### config.mk
export PLATFORM = sky130hd
export DESIGN_NAME = mem_sys_arbiter
export DESIGN_NICKNAME = d
export VERILOG_FILES = /design/src/rtl/mem_arb_pkg.sv /design/src/rtl/mem_arb_pick.sv /design/src/rtl/mem_sys_arbiter.sv
export SDC_FILE = /design/constraint.sdc
export NUM_CORES = 1
export LEC_CHECK = 0
export ABC_CLOCK_PERIOD_IN_PS = 1560
export CORE_MARGIN = 2
export CORE_UTILIZATION = 32
export DETAILED_ROUTE_END_ITERATION = 10
export HOLD_SLACK_MARGIN = 0.06
export PLACE_DENSITY = 0.79
export SYNTH_ARGS = -nofsm -noshare
export SYNTH_HDL_FRONTEND = slang
export SYNTH_SLANG_ARGS = --single-unit
### constraint.sdc
create_clock -name clk -period 1.56 [get_ports clk]
set_input_delay 0.312 -clock clk [delete_from_list [all_inputs] [get_ports clk]]
set_output_delay 0.312 -clock clk [all_outputs]
set_load 0.05 [all_outputs]
### src/rtl/mem_arb_pkg.sv
// Shared state encoding, port indices and policy constants for the
// memory-system arbiter family.
package mem_arb_pkg;

   typedef enum logic {
      IDLE = 1'b0,
      BUSY = 1'b1
   } arb_state_t;

   localparam logic PORT_IF = 1'b0;
   localparam logic PORT_DM = 1'b1;

   localparam int PRIO_RR    = 0;
   localparam int PRIO_FIXED = 1;

   localparam int TIMEOUT_DEF = 20;

endpackage

### src/rtl/mem_arb_pick.sv
// Combinational two-request picker: round-robin against last_grant, or
// fixed priority with port 1 (data memory) winning.
module mem_arb_pick
   import mem_arb_pkg::*;
(
   input  logic req0,
   input  logic req1,
   input  logic last_grant,
   input  logic prio_mode,
   output logic grant_valid,
   output logic grant_idx
);

   always_comb begin
      grant_valid = req0 | req1;
      grant_idx   = PORT_IF;
      if (prio_mode) begin
         grant_idx = req1 ? PORT_DM : PORT_IF;
      end else if (req0 && req1) begin
         // Tie: the port that did not win last time goes first.
         grant_idx = ~last_grant;
      end else begin
         grant_idx = req1 ? PORT_DM : PORT_IF;
      end
   end

endmodule

### src/rtl/mem_sys_arbiter.sv
// Two-port arbiter in front of one mem_system_hier: latches the winning
// request, holds it until Done, and routes results back to the owner only.
module mem_sys_arbiter
   import mem_arb_pkg::*;
#(
   parameter int ADDR_W    = 16,
   parameter int DATA_W    = 16,
   parameter int PRIO_MODE = PRIO_RR,
   parameter int TIMEOUT   = TIMEOUT_DEF
)(
   input  logic              clk,
   input  logic              rst,
   input  logic              p0_rd,
   input  logic              p0_wr,
   input  logic              p1_rd,
   input  logic              p1_wr,
   input  logic [ADDR_W-1:0] p0_addr,
   input  logic [ADDR_W-1:0] p1_addr,
   input  logic [DATA_W-1:0] p0_din,
   input  logic [DATA_W-1:0] p1_din,
   output logic [DATA_W-1:0] p0_dout,
   output logic [DATA_W-1:0] p1_dout,
   output logic              p0_done,
   output logic              p1_done,
   output logic              p0_stall,
   output logic              p1_stall,
   output logic              p0_hit,
   output logic              p1_hit,
   output logic              mem_rd,
   output logic              mem_wr,
   output logic [ADDR_W-1:0] mem_addr,
   output logic [DATA_W-1:0] mem_din,
   input  logic [DATA_W-1:0] mem_dout,
   input  logic              mem_done,
   input  logic              mem_stall,
   input  logic              mem_hit,
   output logic              err_both,
   output logic              err_timeout
);

   localparam logic [7:0] WD_LAST = 8'(TIMEOUT - 1);

   arb_state_t        state_reg;
   logic [ADDR_W-1:0] addr_reg;
   logic [DATA_W-1:0] din_reg;
   logic              rd_reg;
   logic              wr_reg;
   logic              owner_reg;
   logic              last_grant_reg;
   logic [7:0]        wd_reg;
   logic              err_both_reg;
   logic              err_timeout_reg;

   logic              req_rd   [2];
   logic              req_wr   [2];
   logic [ADDR_W-1:0] req_addr [2];
   logic [DATA_W-1:0] req_din  [2];
   logic              done_vec [2];
   logic              hit_vec  [2];
   logic [DATA_W-1:0] dout_vec [2];

   logic grant_valid;
   logic grant_idx;
   logic busy;

   assign req_rd[0]   = p0_rd;
   assign req_rd[1]   = p1_rd;
   assign req_wr[0]   = p0_wr;
   assign req_wr[1]   = p1_wr;
   assign req_addr[0] = p0_addr;
   assign req_addr[1] = p1_addr;
   assign req_din[0]  = p0_din;
   assign req_din[1]  = p1_din;

   mem_arb_pick u_pick (
      .req0        (p0_rd | p0_wr),
      .req1        (p1_rd | p1_wr),
      .last_grant  (last_grant_reg),
      .prio_mode   (PRIO_MODE == PRIO_FIXED),
      .grant_valid (grant_valid),
      .grant_idx   (grant_idx)
   );

   assign busy     = (state_reg == BUSY);
   assign mem_rd   = busy & rd_reg;
   assign mem_wr   = busy & wr_reg;
   assign mem_addr = addr_reg;
   assign mem_din  = din_reg;
   assign p0_stall = busy;
   assign p1_stall = busy;

   // Completion is a pass-through of the memory system, steered to the owner.
   genvar gi;
   generate
      for (gi = 0; gi < 2; gi++) begin : g_port
         logic own;
         assign own          = busy & mem_done & (owner_reg == 1'(gi));
         assign done_vec[gi] = own;
         assign hit_vec[gi]  = own & mem_hit;
         assign dout_vec[gi] = own ? mem_dout : '0;
      end
   endgenerate

   assign p0_done = done_vec[0];
   assign p1_done = done_vec[1];
   assign p0_hit  = hit_vec[0];
   assign p1_hit  = hit_vec[1];
   assign p0_dout = dout_vec[0];
   assign p1_dout = dout_vec[1];

   assign err_both    = err_both_reg;
   assign err_timeout = err_timeout_reg;

   always_ff @(posedge clk) begin
      if (!rst) begin
         state_reg       <= IDLE;
         addr_reg        <= '0;
         din_reg         <= '0;
         rd_reg          <= 1'b0;
         wr_reg          <= 1'b0;
         owner_reg       <= PORT_IF;
         last_grant_reg  <= PORT_DM;
         wd_reg          <= '0;
         err_both_reg    <= 1'b0;
         err_timeout_reg <= 1'b0;
      end else begin
         case (state_reg)
            IDLE: begin
               if (!mem_stall && grant_valid) begin
                  addr_reg       <= req_addr[grant_idx];
                  din_reg        <= req_din[grant_idx];
                  // A simultaneous rd+wr is issued as a write.
                  rd_reg         <= req_rd[grant_idx] & ~req_wr[grant_idx];
                  wr_reg         <= req_wr[grant_idx];
                  owner_reg      <= grant_idx;
                  last_grant_reg <= grant_idx;
                  wd_reg         <= '0;
                  state_reg      <= BUSY;
                  if (req_rd[grant_idx] && req_wr[grant_idx]) begin
                     err_both_reg <= 1'b1;
                  end
               end
            end
            BUSY: begin
               wd_reg <= wd_reg + 8'd1;
               if (mem_done) begin
                  state_reg <= IDLE;
               end else if (wd_reg == WD_LAST) begin
                  err_timeout_reg <= 1'b1;
                  state_reg       <= IDLE;
               end
            end
            default: state_reg <= IDLE;
         endcase
      end
   end

endmodule
======== Word-level counts from Yosys, hierarchy flattened ========
Cells that the tools add are included.
word-level totals
  bits in registers ....................... 47
  bits in latches ......................... 0
  memory bits (writable) .................. 0
  memory bits (read-only) ................. 0
  output and inout bits ................... 74
  logic and storage cells ................. 60
  memories ................................ 0
operators by class
  add/sub/neg operators ................... 1
  $mul .................................... 0
  div/mod/pow operators ................... 0
  magnitude comparators ................... 1
  equality and inequality tests ........... 2
  shift operators ......................... 0
  multiplexer cells ....................... 22
  bitwise logic cells ..................... 17
  reduce and logical (&&, ||, !) cells .... 7
operators with widths
  operator                                                               count
  16-bit two-way mux                                                     8
  8-bit case mux with 2 select lines                                     1
  1-bit two-way mux                                                      11
  8-bit by 1-bit adder with 8-bit output, second input constant          1
  1-bit bitwise AND                                                      8
  8-bit by 5-bit equality test with 1-bit output, second input constant  1
  8-bit two-way mux                                                      1
  3-bit AND reduction                                                    2
  1-bit NOT                                                              5
  1-bit logical AND                                                      3
  1-bit bitwise OR                                                       3
  2-bit >= comparator, second input constant                             1
  2-bit != test, second input constant                                   1
  1-bit NOT with 2-bit output                                            1
  1-bit case mux with 2 select lines                                     1
  2-bit AND reduction                                                    1
  1-bit logical NOT                                                      1

======== Longest topological paths before layout ========
Gate-level depths: netlist of the first run.
  word-level depth ........................ 9
  mapped depth ............................ 5
  gate-level depth less buffers ........... 5

======== Hierarchy ========
Synthesis of the first run repeated with hierarchy kept, for this count alone.
unflattened totals
  cell total of the unflattened synthesis .. 263
  area total of the unflattened synthesis .. 2466.1 um^2
modules (own cells, without submodules)
  module           instances  cells each  area each (um^2)
  mem_sys_arbiter  1          259         2446.1
  mem_arb_pick     1          4           20.0

======== Worst setup path after synthesis of the first run ========
Ideal clock, no wire load.
  path type ............................... register to output
  start point ............................. register state_reg (netlist: p0_stall)
  end point ............................... output port p0_dout[10]
  data arrival time ....................... 2.266 ns
  path slack .............................. -1.018 ns
  cell stages (with the launch flop) ...... 5
  cell sequence ........................... dfxtp_1 inv_2 nor3_2 clkbuf_1 and2_1
on the way
  cells in the longest elaborated chain, start to end .. 3
RTL lines
  item                             line                    text
  from (decl)                      mem_sys_arbiter.sv:43   arb_state_t state_reg;
  from (signal assigned)           mem_sys_arbiter.sv:116  state_reg <= IDLE;
  from (signal assigned)           mem_sys_arbiter.sv:138  state_reg <= BUSY;
  from (signal assigned)           mem_sys_arbiter.sv:147  state_reg <= IDLE;
  1-bit bitwise AND (2 in series)  mem_sys_arbiter.sv:97   assign own = busy & mem_done & (owner_reg == 1'(gi));
  named net p0_done                mem_sys_arbiter.sv:23   output logic p0_done,
  16-bit two-way mux               mem_sys_arbiter.sv:100  assign dout_vec[gi] = own ? mem_dout : '0;
  to (decl)                        mem_sys_arbiter.sv:21   output logic [DATA_W-1:0] p0_dout,
The timed path passes the listed nets, and every way through them passes these cells.

======== Worst setup path in the final report of the first run ========
  start point ............................. register state_reg (netlist: p0_stall)
  end point ............................... output port p0_dout[1]
on the way
  cells in the longest elaborated chain, start to end .. 3
RTL lines
  item                             line
  1-bit bitwise AND (2 in series)  mem_sys_arbiter.sv:97
  16-bit two-way mux               mem_sys_arbiter.sv:100
No other way between the ends.

==> summary.txt, run 1 <==
status -> finished with violations
violated checks -> negative setup slack
residual DRC count -> 0
pwr dens -> 693 nW/µm²
Iteration-0 DRC Markers -> 114
fin nets -> 580
final hold vios -> 0
syn avg cell area -> 7.66 µm²
Arrival @ worst endpoint -> 1.41 ns
skew final -> 0.0133 ns
Max-cap violations -> 0
Initial Util -> 33.5%
Critical Path End Type -> output port
Core Area -> 6910 µm²
Die Span X -> 89.0 µm
gr usage total -> 20.4%
FF+latch count, synth -> 47
# IOs -> 163
CP max FO -> 4
number of global-route vias before repair -> 2710
Num Clock Sinks -> 47
final RePlAce weighted congestion -> 0.718
RSZ-0062 raised after global routing -> true
detailed-route wire length -> 8840 µm
CTS tree -> yes
die footprint -> 7920 µm²
grt ovf -> 0
Yosys top cell by area -> dfxtp_1
Worst Hold Class -> reg2reg
Clk pin slew, worst setup/hold paths -> 0.09 ns
initial antenna violation count -> 0
Core Rows -> 30
Tcrit/Tclk final -> 110%
Synth top area share -> 40.7%
ys async rst share -> 0%
Vias/cell -> 4.94
hold_buf cts -> 0
Worst EP required -> 1.25 ns
Non-Filler Instances -> 587
wire per inst -> 15.1 µm
area delta synth->final -> 121%
Syn Nets -> 392
final setup vio count -> 38
most common cell in the netlist -> nand2_1
Ant. Diodes -> 0
Slew @ Worst Pin -> 0.370 ns
Synth Flop Type -> dfxtp_1
fraction of layout instances using a drive strength above 1 -> 35.0%
EDFF count, synth -> 0
Ys Warns -> 0
fmax -> 582 MHz
register area share after synthesis -> 40.7%
Root Buffer -> clkbuf_8
IO Port Bufs -> 162
Lkg Pwr -> 2.14 nW
final worst path period need -> 1.72 ns
CTS Buf Count -> 5
Peak VDD IR -> 488 µV
die height -> 89.0 µm
antenna-violating nets left -> 0
count of cell types in the netlist -> 35
largest net degree at the start of global routing -> 45
Cells after DPL -> 565
hpwl dp -> 6280 µm
H-tree Lvls -> 2
Final Util -> 74.1%
startpoint types -> register
Clock Path Buffers -> 2
fin. max-slew vios -> 0
first-pass GRT wire length -> 12800 µm
Pre-Repair DR Iteration Count -> 4
Post-Syn Area -> 2310 µm²
Fillers -> 509
main area contributors after synthesis -> dfxtp_1 (41%), nand2_1 (12%), and2_1 (10%)
most frequent cells after synthesis -> nand2_1 (72), dfxtp_1 (47), and2_1 (38)
Vias -> 2898
Post-Synthesis Cells -> 302
Rel. slew slack -> 75.2%
final setup margin -> -0.158 ns
CP Class -> reg2out
clk_lat worst skew -> 0.30 ns
[worst max-delay path, stage by stage (launching register included)]
cell       delay (ns)
dfxtp_4          0.38
inv_4            0.04
nor3_4           0.12
buf_6            0.16
clkbuf_16        0.14
and2_4           0.15
buf_12           0.13
[final timing paths]
path	from	to	slack, ns	depth (start not counted)
worst max register to register	wd_reg[1]	err_timeout	-0.05	6
worst min-delay path	owner_reg	owner_reg	0.50	2
worst min register to register	owner_reg	owner_reg	0.50	2
worst max-delay path	p0_stall	p0_dout[1]	-0.16	6
[where the power goes]
part           internal (mW)  total [mW]  switching [mW]
Combinational          0.691        1.43           0.743
Sequential              1.29        1.36          0.0649
Clock                  0.322       0.752           0.430
Total                   2.31        3.54            1.24
[layout by cell type, fill, tap and decap left out, types with 2 or more instances in the layout]
cell type        synthesis  layout
a21oi_1                  6       6
a311oi_1                 2       2
a31oi_1                 33      33
and2_1                  38       7
and2_4                   0      31
and3_1                   3       3
buf_12                   0      57
buf_4                    1      52
buf_6                    1       3
clkbuf_16                0       3
clkbuf_8                 0       5
clkdlybuf4s50_1          0      83
dfxtp_1                 47      43
dfxtp_2                  0       3
dlygate4sd2_1            0       2
dlymetal6s2s_1           0       3
inv_1                    3       2
inv_4                    0       2
nand2_1                 72      72
nand2b_1                 4       4
nand3_1                  2       2
nand4_1                  4       4
nor2_1                   4       4
nor3_1                   3       2
nor3_2                   3       2
nor3_4                   0       2
o21a_1                   4       4
o21ai_1                 36      35
o31ai_1                  2       2
[routing by layer]
layer | up-vias | global-route usage, % | routed length [µm]
met5 | - | 0 | 0
met4 | 0 | 4.21 | 64
li1 | 1419 | - | -
met1 | 1336 | 23.3 | 3340
met2 | 136 | 37.0 | 4570
met3 | 7 | 7.02 | 865
[cell families after synthesis]
family / count (synthesis) / share of synthesized area (%)
buffers and inverters: 27 / 5.36
and+or+nand+nor: 139 / 30.5
AOI/OAI and AO/OA: 86 / 22.1
muxes: 1 / 0.433
adders and majority gates: 1 / 0.541
xor gates and xnor gates: 1 / 0.379
DFF: 47 / 40.7
[per-stage QoR]
stage	power (mW)	cell area, µm²	hold slack, ns	setup TNS (ns)	worst slack (ns)
floorplan	2.04	2390	0.433	0	0.00344
detailed placement	2.73	4750	0.463	-22.24	-0.357
global placement	2.71	4750	0.454	-19.95	-0.301
global route	3.71	5120	0.515	-6.14	-0.208
CTS	3.52	4980	0.488	-4.40	-0.168
finish	3.54	5120	0.496	-4.17	-0.158
[what timing repair did]
| action | CTS | global route |
|---|---|---|
| resized for setup | 23 | 9 |
| setup buffers | 5 | 5 |
| pin swaps | 4 | 9 |
| hold endpoints to repair | 0 | 0 |
| cloned | 1 | 3 |
| setup endpoints to repair | 45 | 67 |
[final cells by class]
type / instances / area (µm²) / area share, %
clock buffers: 5 / 68.8 / 1.35
clock inverters: 3 / 22.5 / 0.440
inverters: 4 / 17.5 / 0.342
multi-input cells: 228 / 1390 / 27.1
flip-flops and latches: 47 / 948 / 18.5
well taps: 96 / 120 / 2.35
repair buffers: 204 / 2550 / 49.9
No activity file was read; power rests on OpenSTA's default activity.
==> run 2: changes to the inputs <==
--- a/config.mk
+++ b/config.mk
@@ -8,6 +8,7 @@
 export ABC_CLOCK_PERIOD_IN_PS = 1560
 export CORE_MARGIN = 2
 export CORE_UTILIZATION = 32
+export CTS_CLUSTER_DIAMETER = 80
 export DETAILED_ROUTE_END_ITERATION = 10
 export HOLD_SLACK_MARGIN = 0.06
 export PLACE_DENSITY = 0.79
==> results of run 2 <==
No change in the layout: final DEF, timing and power equal those of run 1.
==> run 3: changes to the inputs <==
--- a/config.mk
+++ b/config.mk
@@ -6,7 +6,7 @@
 export NUM_CORES = 1
 export LEC_CHECK = 0
 export ABC_CLOCK_PERIOD_IN_PS = 1560
-export CORE_MARGIN = 2
+export CORE_MARGIN = 1.5
 export CORE_UTILIZATION = 32
 export CTS_CLUSTER_DIAMETER = 80
 export DETAILED_ROUTE_END_ITERATION = 10
==> summary.txt, run 3 (synthesis gave the netlist of run 1 again) <==
status -> finished with violations
violated checks -> negative setup slack
final setup vio count -> 34 (-11%)
final setup margin -> -0.0828 ns (+0.0747 ns)
# IOs -> 163 (unchanged)
clk_lat worst skew -> 0.30 ns (about the same)
Rel. slew slack -> 74.9% (-0.29 points)
Clk pin slew, worst setup/hold paths -> 0.09 ns (about the same)
Slowest-stage cell, CP -> dfxtp_4
critical-path cell list -> nor3_4, buf_6, and2_4, buf_12
CTS Buf Count -> 5 (unchanged)
fraction of layout instances using a drive strength above 1 -> 34.3% (-0.73 points)
initial antenna violation count -> 0 (unchanged)
footprint of the multi-input gates -> 1410 µm² (+1.6%)
CTS tree -> yes
detailed-route wire length -> 8930 µm (+1.0%)
Lkg Pwr -> 2.08 nW (-2.7%)
Root Buffer -> clkbuf_8
IO Port Bufs -> 162 (unchanged)
Non-Filler Instances -> 580 (-1.2%)
most frequent cells in the layout -> clkdlybuf4s50_1 (83), nand2_1 (72), buf_4 (51)
RSZ-0062 raised after global routing -> true
pwr dens -> 701 nW/µm² (+1.2%)
max incr delay on CP -> 0.37 ns (about the same)
H-tree Lvls -> 2 (unchanged)
Ant. Diodes -> 0 (unchanged)
Vias -> 2867 (-1.1%)
most common cell after layout, fill and taps aside -> clkdlybuf4s50_1
hold_ws -> 0.494 ns (-0.00222 ns)
number of global-route vias before repair -> 2815 (+3.9%)
Clock Path Buffers -> 2 (unchanged)
CP max FO -> 9 (+5)
die height -> 88.0 µm (-1.1%)
Cells after DPL -> 564 (-0.18%)
area delta synth->final -> 115%
Arrival @ worst endpoint -> 1.33 ns (-0.08 ns)
fmax -> 609 MHz (+4.5%)
Core Rows -> 30 (unchanged)
Slew @ Worst Pin -> 0.374 ns (+0.00404 ns)
die footprint -> 7740 µm² (-2.2%)
FF/Latch Area -> 951 µm² (+0.26%)
grt ovf -> 0 (unchanged)
Tcrit/Tclk final -> 105% (-4.8 points)
final worst path period need -> 1.64 ns (-0.0747 ns)
Vias/cell -> 4.94 (+0.12%)
CP Class -> reg2out
hpwl dp -> 6340 µm (+0.96%)
largest net degree at the start of global routing -> 48 (+6.7%)
Fillers -> 505 (-0.79%)
Peak VDD IR -> 597 µV (+22%)
wire per inst -> 15.4 µm (+2.2%)
final hold vios -> 0 (unchanged)
fin. max-slew vios -> 0 (unchanged)
Die Span X -> 88.0 µm (-1.1%)
Pre-Repair DR Iteration Count -> 4 (unchanged)
Worst EP required -> 1.25 ns (about the same)
antenna-violating nets left -> 0 (unchanged)
residual DRC count -> 0 (unchanged)
final RePlAce weighted congestion -> 0.813 (+13%)
fin nets -> 573 (-1.2%)
Initial Util -> 33.5% (unchanged)
Num Clock Sinks -> 47 (unchanged)
startpoint types -> register
Worst Hold Class -> reg2reg
hold_buf cts -> 0 (unchanged)
Max-cap violations -> 0 (unchanged)
Post-Place Setup Slack -> -0.398 ns (-0.0407 ns)
Iteration-0 DRC Markers -> 106 (-7.0%)
gr usage total -> 22.7% (+2.3 points)
first-pass GRT wire length -> 13600 µm (+6.6%)
Core Area -> 6910 µm² (unchanged)
Critical Path End Type -> output port
skew final -> 0.00626 ns (-0.00700 ns)
-- run 3: cell count changes in the layout (fill, tap and decap cells not counted), moves of 2 or more --
cell | before | now
buf_12 | 57 | 48
buf_6 | 3 | 6
clkbuf_1 | 0 | 2
inv_4 | 2 | 0
o21ai_1 | 35 | 33
-- run 3: through the flow --
step	power (mW)	instance area (µm²)	setup TNS (ns)	utilization, %
finish	3.48	4970	-2.09	71.9
global route	3.64	4970	-4.33	71.9
CTS	3.48	4910	-5.70	71.1
detailed placement	2.70	4640	-23.10	67.2
global placement	2.67	4640	-21.75	67.2
floorplan	2.04	2390	0	-
-- run 3: critical path, delay by kind of cell (launching register included) --
| family | cells | cell delay [ns] |
|---|---|---|
| DFF | 1 | 0.37 |
| and+or+nand+nor | 2 | 0.36 |
| buffers and inverters | 2 | 0.30 |
-- run 3: layout make-up --
type	count	share of cell area, %
clock inverters	1	0.101
multi-input cells	228	28.3
clock buffers	7	1.54
well taps	96	2.42
flip-flops and latches	47	19.1
repair buffers	197	48.2
inverters	4	0.302
-- run 3: routing by layer --
layer	track usage (%)	wire length [µm]
met1	25.9	3400
met2	40.2	4500
met3	6.97	819
met4	7.22	205
met5	0	0
-- run 3: final timing paths --
kind                   from    endpoint  slack [ns]  cells past startpoint
setup / recovery  owner_reg  p0_dout[9]       -0.08                      4
hold / removal    wd_reg[7]   wd_reg[7]        0.49                      1
setup reg to reg  wd_reg[1]    p0_stall           0                      5
hold reg to reg   wd_reg[7]   wd_reg[7]        0.49                      1
-- run 3: what timing repair did --
action / in CTS / in global routing
pin swaps: 9 / 12
setup buffers: 6 / 0
cloned: 2 / 2
hold endpoints to repair: 0 / 0
gates resized for setup: 26 / 17
setup endpoints to repair: 46 / 63
-- run 3: power breakdown --
part | internal (mW) | switching (mW) | total (mW)
Sequential | 1.29 | 0.0625 | 1.35
Combinational | 0.657 | 0.752 | 1.41
Clock | 0.315 | 0.404 | 0.720
